$ cat config.mk
export PLATFORM = sky130hd
export DESIGN_NAME = calc_operand_sequencer
export DESIGN_NICKNAME = d
export VERILOG_FILES = /design/src/rtl/calc_operand_sequencer.sv
export SDC_FILE = /design/constraint.sdc
export NUM_CORES = 1
export LEC_CHECK = 0
export BUFFER_PORTS_ARGS = -buffer_cell sky130_fd_sc_hd__clkbuf_2
export CORE_MARGIN = 8
export CORE_UTILIZATION = 51
export CTS_CLUSTER_SIZE = 14
export DETAILED_ROUTE_END_ITERATION = 10
export GPL_TIMING_DRIVEN = 0
export PLACE_DENSITY = 0.78
export SYNTH_ARGS = -nofsm -noshare
export SYNTH_HDL_FRONTEND = slang
export SYNTH_SLANG_ARGS = --single-unit
$ cat constraint.sdc
create_clock -name clk -period 1.6 [get_ports clk]
set_input_delay 0 -clock clk [delete_from_list [all_inputs] [get_ports clk]]
set_output_delay 0 -clock clk [all_outputs]
set_load 0.02 [all_outputs]
$ cat src/rtl/calc_operand_sequencer.sv
// ============================================================================
// Module   : calc_operand_sequencer
// Purpose  : Operand-entry sequencer and result capture for the 4-bit calculator.
//            Optional macro CALC_OVF_FLAG_EN adds the signed-overflow flag result_ovf.
// Revision : 1.0 - initial release
// ============================================================================
`default_nettype none

module calc_operand_sequencer #(
   parameter int WIDTH     = 4,
   parameter int DB_CYCLES = 3
) (
   input  logic             clk,
   input  logic             rst_n,
   input  logic [WIDTH-1:0] sw_in,
   input  logic             btn_enter,
   input  logic             btn_clear,
   input  logic             op_sub,
   input  logic [WIDTH-1:0] sum_in,
   input  logic             cout_in,
   output logic [WIDTH-1:0] add_a,
   output logic [WIDTH-1:0] add_b,
   output logic             add_cin,
   output logic [WIDTH-1:0] result,
   output logic             result_cout,
   output logic             result_valid,
`ifdef CALC_OVF_FLAG_EN
   output logic             result_ovf,
`endif
   output logic [1:0]       state_o
);

   localparam int CNT_W = $clog2(DB_CYCLES + 1);
   localparam logic [CNT_W-1:0] C_DB_LAST = CNT_W'(DB_CYCLES - 1);
   localparam logic [CNT_W-1:0] C_DB_MAX  = CNT_W'(DB_CYCLES);

   typedef enum logic [1:0] {
      S_A    = 2'b00,
      S_B    = 2'b01,
      S_EXEC = 2'b10,
      S_DONE = 2'b11
   } state_t;

   logic [1:0] w_btn_raw;
   logic [1:0] w_btn_pulse;
   logic       w_enter_pulse;
   logic       w_clear_pulse;

   assign w_btn_raw     = {btn_clear, btn_enter};
   assign w_enter_pulse = w_btn_pulse[0];
   assign w_clear_pulse = w_btn_pulse[1];

   // Per button: 2-FF synchronizer, saturating debounce counter, one-shot pulse.
   // The pulse fires once per press because the counter passes DB_CYCLES-1 only once
   // before it saturates, and only a released level resets it.
   for (genvar gi = 0; gi < 2; gi++) begin : g_btn
      logic             r_sync1;
      logic             r_sync2;
      logic [CNT_W-1:0] r_cnt;
      logic             r_pulse;

      always_ff @(posedge clk or negedge rst_n) begin
         if (!rst_n) begin
            r_sync1 <= 1'b0;
            r_sync2 <= 1'b0;
            r_cnt   <= '0;
            r_pulse <= 1'b0;
         end else begin
            r_sync1 <= w_btn_raw[gi];
            r_sync2 <= r_sync1;
            r_pulse <= r_sync2 && (r_cnt == C_DB_LAST);
            if (!r_sync2) begin
               r_cnt <= '0;
            end else if (r_cnt != C_DB_MAX) begin
               r_cnt <= r_cnt + CNT_W'(1);
            end
         end
      end

      assign w_btn_pulse[gi] = r_pulse;
   end

   logic [WIDTH-1:0] r_a;
   logic [WIDTH-1:0] r_b;
   logic             r_sub;
   state_t           r_state;
   state_t           w_state_next;
   logic             w_load_a;
   logic             w_load_b;
   logic             w_capture;
   logic             w_clear;

   assign add_a   = r_a;
   assign add_b   = r_sub ? ~r_b : r_b;
   assign add_cin = r_sub;
   assign state_o = r_state;

   always_ff @(posedge clk or negedge rst_n) begin
      if (!rst_n) begin
         r_state <= S_A;
      end else begin
         r_state <= w_state_next;
      end
   end

   // Clear outranks enter in every state, including the single S_EXEC cycle.
   always_comb begin
      w_state_next = r_state;
      w_load_a     = 1'b0;
      w_load_b     = 1'b0;
      w_capture    = 1'b0;
      w_clear      = 1'b0;
      if (w_clear_pulse) begin
         w_clear      = 1'b1;
         w_state_next = S_A;
      end else begin
         case (r_state)
            S_A: begin
               if (w_enter_pulse) begin
                  w_load_a     = 1'b1;
                  w_state_next = S_B;
               end
            end
            S_B: begin
               if (w_enter_pulse) begin
                  w_load_b     = 1'b1;
                  w_state_next = S_EXEC;
               end
            end
            S_EXEC: begin
               w_capture    = 1'b1;
               w_state_next = S_DONE;
            end
            S_DONE: begin
               if (w_enter_pulse) begin
                  w_load_a     = 1'b1;
                  w_state_next = S_B;
               end
            end
            default: w_state_next = S_A;
         endcase
      end
   end

`ifdef CALC_OVF_FLAG_EN
   logic w_ovf;
   assign w_ovf = (add_a[WIDTH-1] == add_b[WIDTH-1]) && (sum_in[WIDTH-1] != add_a[WIDTH-1]);

   always_ff @(posedge clk or negedge rst_n) begin
      if (!rst_n) begin
         result_ovf <= 1'b0;
      end else if (w_clear || w_load_a) begin
         result_ovf <= 1'b0;
      end else if (w_capture) begin
         result_ovf <= w_ovf;
      end
   end
`endif

   always_ff @(posedge clk or negedge rst_n) begin
      if (!rst_n) begin
         r_a          <= '0;
         r_b          <= '0;
         r_sub        <= 1'b0;
         result       <= '0;
         result_cout  <= 1'b0;
         result_valid <= 1'b0;
      end else if (w_clear) begin
         r_a          <= '0;
         r_b          <= '0;
         r_sub        <= 1'b0;
         result       <= '0;
         result_cout  <= 1'b0;
         result_valid <= 1'b0;
      end else begin
         if (w_load_a) begin
            r_a          <= sw_in;
            result_valid <= 1'b0;
         end
         if (w_load_b) begin
            r_b   <= sw_in;
            r_sub <= op_sub;
         end
         if (w_capture) begin
            result       <= sum_in;
            result_cout  <= cout_in;
            result_valid <= 1'b1;
         end
      end
   end

endmodule

`default_nettype wire
======== Word level (Yosys, flattened, before mapping) ========
Index checks and enable logic that the tools add are counted.
W data, S select, Z words.
cells by class
  bitwise gates (word level) .............. 1
  equality and inequality tests ........... 11
  add/subtract/negate cells ............... 2
  mux-type cells .......................... 30
  reductions and logical operators ........ 9
operators by type and width
  kind                   count
  $mux W4                7
  $mux W1                15
  $mux W2                7
  $eq A2 B2 Y1 const B   4
  $pmux W2 S3            1
  $reduce_bool A2 Y1     3
  $add A2 B1 Y2 const B  2
  $ne A2 B1 Y1 const B   2
  $ne A2 B2 Y1 const B   2
  $not A4 Y4             1
  $ne A3 B1 Y1 const B   1
  $ne A3 B3 Y1 const B   1
  $reduce_bool A3 Y1     1
  $eq A2 B1 Y1 const B   1
  $logic_and A1 B1 Y1    2
  $logic_not A2 Y1       1
  $reduce_and A2 Y1      1
  $reduce_or A2 Y1       1
storage, ports and cells
  register bits ........................... 27
  output and inout bits ................... 17
  input port bits ......................... 14
  logic and storage cells ................. 68

======== Longest topological paths before layout ========
  depth after elaboration ................. 7
  gate-level depth with buffers ........... 6
  mapped depth without buffers ............ 5

======== Worst setup path after synthesis ========
No wires, ideal clock.
  kind .................................... register to register
  start ................................... register r_state[0], in the netlist state_o[0]
  end ..................................... register r_state[0], in the netlist state_o[0]
  buffers on the path ..................... 0
  slack ................................... 161 ps
  cell stages (with the launch flop) ...... 6
  setup time .............................. 87 ps
  period minus slack after synthesis ...... 1439 ps
  data required time ...................... 1513 ps
  arrival ................................. 1353 ps
  cells stage by stage .................... dfrtp_1 inv_1 ha_1 o21bai_2 nor2_1 a211oi_2
between the ends
  word-level cells in the longest chain between the ends .. 4
  elaborated cells between the ends (all ways) .. 10
  those cells by class .................... eq/ne: 5; mux: 2; reduce/logical: 3
ends and longest elaborated chain
  what                                                     RTL line  text
  from (decl)                                              86        state_t r_state;
  from (signal assigned)                                   102       r_state <= w_state_next;
  $eq A2 B2 Y1 / $logic_not A2 Y1 (equally long branches)  117       case (r_state)
  $reduce_or A2 Y1 (no source line)                        n/a
  $pmux W2 S3 / $ne A3 B1 Y1 (equally long branches)       n/a
  $mux W2 / $reduce_and A2 Y1 (equally long branches)      n/a
Several ways; a longest one is shown, not always the timed one.
A chain may end at the register's enable or synchronous reset.

======== Worst setup path in the final report ========
Same ends and word-level chain as after synthesis.

==> run_results.csv <==
group,metric,value,unit
setup_path,critPathKind,"register to register",
synthesis,netlist_area,1180,um2
timing,setup_viol,0,
route,viasPerCell,4.85,
setup_path,crit_path_start,"state_o[0]$_DFFE_PN0P_",
job,cap_viol_max_count,0,
timing,maxClockFrequency,697,MHz
finish,antennaDiodeCount,0,
setup_path,crit_path_start_kind,"register",
route,route.detailed.drc,0,
cts,clk_latency,320,ps
setup_path,crit_chain,"inv_1 > ha_1 > o21bai_2 > nor2_1 > a211oi_2",
die,start_util,53.5,%
setup_path,end_kind,"register",
setup_path,critPathSlowestCell,"dfrtp_1",
cts,path_clk_slew,140,ps
timing,fin_crit_sh,89.6,%
cts,clk_path_buf_depth,2,
power_and_ir_drop,peakVddDrop,1110,uV
route,drt_pre_antenna_iters,4,
setup_path,crit_fanout,7,
placed_design,gp_congestion,0.748,
route,wl_per_cell,13.1,um
grt,grt_max_degree,28,
timing,period_minus_slack,1430,ps
die,fp.dieW,64.2,um
timing,hold_viol_final,0,
grt,grt_overflow,0,
setup_path,r2r_end,"state_o[0]$_DFFE_PN0P_",
grt,grt_pass1_wl,4.00,mm
route,vias,882,
finish,num-fill-cells,185,
cts,postCtsSetupBuffers,0,
grt,grt_pass1_vias,908,
die,floorplan.io_pins,31,
timing,relSlewSlack,55.6,%
timing,final_max_slew_viol_count,0,
finish,instances_no_fill,182,
setup_path,ff2ff_setup_slack,170,ps
finish,layout.nets,176,
route,first_iter_violations,50,
route,routed_wl,2.39,mm
grt,grt_usage,11.9,%
synthesis,synthDistinctLibCells,20,
synthesis,syn_area_per_cell,11.1,um2
finish,drive_gt1_share,27.9,%
synthesis,synth_cells,107,
finish,area_growth_syn_to_layout,29.2,%
die,dieArea,4120,um2
synthesis,syn_nets,128,
power_and_ir_drop,p_leak,0.784,nW
setup_path,cp.arrival,1680,ps
min_path,hold_path.class,"primary input to async pin",
synthesis,yosysWarningCount,0,
timing,rsz0062_at_grt,"no",
timing,setup-tns-final,0,ps
timing,finClkSkew,4.84,ps
die,rows,17,
setup_path,required,1850,ps
setup_path,cp-endpoint,"state_o[0]$_DFFE_PN0P_",
power_and_ir_drop,p_per_area,1780,nW/um2
setup_path,reg2reg_depth,5,
placed_design,hpwl,1.67,mm
cts,clock-sinks,27,
cts,ctsHtreeMaxLevel,1,
synthesis,yosysSeqAreaShare,57.1,%
run_status,outcome,"complete, no violations",
placed_design,io_buffers,30,
cts,cts_buffers,3,
die,die_h,64.2,um
setup_path,timing.rr.start,"state_o[0]$_DFFE_PN0P_",
die,core,2210,um2
setup_path,critPathMaxStageDelay,440,ps
placed_design,dp.cells,165,
synthesis,ys_ff_latch,27,
cts,clock-root-buffer,"clkbuf_4",
timing,worst_slew_pin_slew,666,ps
route,postRouteAntennaNets,0,
cts,cts_tree,"done",
grt,antenna_found_initial,0,
how the worst min path moves through the flow:
stage	startpoint	to	slack [ps]
6_report	rst_n	r_b[1]$_DFFE_PN0P_	230
3_5_place_dp	rst_n	r_b[2]$_DFFE_PN0P_	60
2_1_floorplan	rst_n	add_a[0]$_DFFE_PN0P_	-300
3_3_place_gp	rst_n	r_b[2]$_DFFE_PN0P_	50
5_1_grt	rst_n	add_a[2]$_DFFE_PN0P_	290
4_1_cts	rst_n	add_a[2]$_DFFE_PN0P_	220
layout by cell type (no fill, tap or decap):
master,count
a211oi_2,1
a21oi_1,10
and2_1,6
buf_2,4
buf_4,1
buf_6,1
clkbuf_2,30
clkbuf_4,3
clkinvlp_4,1
dfrtp_1,27
dlygate4sd3_1,13
ha_1,7
inv_1,4
mux2i_1,5
nand2_1,12
nand2_2,1
nand3_1,9
nor2_1,7
nor2b_1,2
o21ai_0,2
o21bai_2,1
o22ai_1,1
xnor2_1,2
xor2_1,4
flip-flops by register name (all words and copies together) (netlist names):
register	cells
add_a	4
g_btn.r_cnt	4
state_o	2
result	4
g_btn.r_sync1	2
add_cin	1
r_b	4
g_btn.r_sync2	2
result_valid	1
g_btn.r_pulse	2
result_cout	1
synthesized netlist by cell type:
library cell | n | share of area, %
xnor2_1 | 2 | 1.5
o22ai_1 | 1 | 0.53
and2_1 | 6 | 3.2
buf_2 | 4 | 1.7
buf_4 | 1 | 0.64
o21ai_0 | 2 | 0.85
nand2_1 | 12 | 3.8
a211oi_2 | 1 | 1.1
buf_6 | 1 | 0.95
inv_1 | 4 | 1.3
nor2b_1 | 2 | 1.1
a21oi_1 | 10 | 4.2
nand2_2 | 1 | 0.53
dfrtp_1 | 27 | 57
ha_1 | 7 | 7.4
nor2_1 | 7 | 2.2
nand3_1 | 9 | 3.8
o21bai_2 | 1 | 0.95
mux2i_1 | 5 | 4.2
xor2_1 | 4 | 3.0
critical path, delay by kind of cell (launching register included):
family / cells / cell delay (ps)
AND/OR/NAND/NOR: 1 / 70
flip-flops: 1 / 440
adder cells (fa/ha/maj): 1 / 400
buffers and inverters: 1 / 70
AO/OA/AOI/OAI: 2 / 380
stage by stage:
| step | cell area [um2] | utilization, % | power, mW | hold slack, ps | worst slack [ps] |
|---|---|---|---|---|---|
| floorplan | 1180 | - | 1.99 | -296 | 161 |
| global placement | 1370 | 61.8 | 2.36 | 48.7 | 218 |
| detailed placement | 1370 | 61.8 | 2.41 | 58.3 | 188 |
| CTS | 1530 | 69.1 | 2.73 | 220 | 157 |
| global route | 1530 | 69.1 | 2.90 | 287 | 72.2 |
| finish | 1530 | 69.1 | 2.71 | 230 | 166 |
cells by family (layout without fill, tap and decap cells):
family / Yosys count / in the layout / synth area share [%]
adders and majority gates: 7 / 7 / 7.41
xor gates and xnor gates: 6 / 6 / 4.44
muxes: 5 / 5 / 4.23
DFF: 27 / 27 / 57.1
and+or+nand+nor: 37 / 37 / 14.6
buffers and inverters: 10 / 57 / 4.55
AOI/OAI and AO/OA: 15 / 15 / 7.62
routing by layer:
metal  vias up  track usage [%]  wire (um)
li1        443                -          -
met1       418             13.2        975
met2        19             20.8       1220
met3         2             3.66        172
met4         0             4.90         16
met5         -                0          0
where the power goes:
part	total, mW	switching, mW	internal [mW]	leakage (nW)
clock	0.290	0.194	0.0955	0.0139
sequential	1.08	0.159	0.920	0.339
combinational	1.34	0.820	0.523	0.431
what timing repair did:
| action | 4_1_cts | 5_1_grt |
|---|---|---|
| resized for setup | 0 | 0 |
| hold endpoints to repair | 43 | 0 |
| hold buffers | 13 | 0 |
area by class of cell:
type	count	area [um2]	area share, %
flip-flops and latches	27	676	44.2
multi-input cells	70	453	29.6
repair buffers	43	280	18.3
plain buffers	6	38.8	2.54
well taps	28	35.0	2.29
clock buffers	3	22.5	1.47
inverters	4	15.0	0.983
clock inverters	1	7.51	0.491
Power figures use the tool's default switching activity.
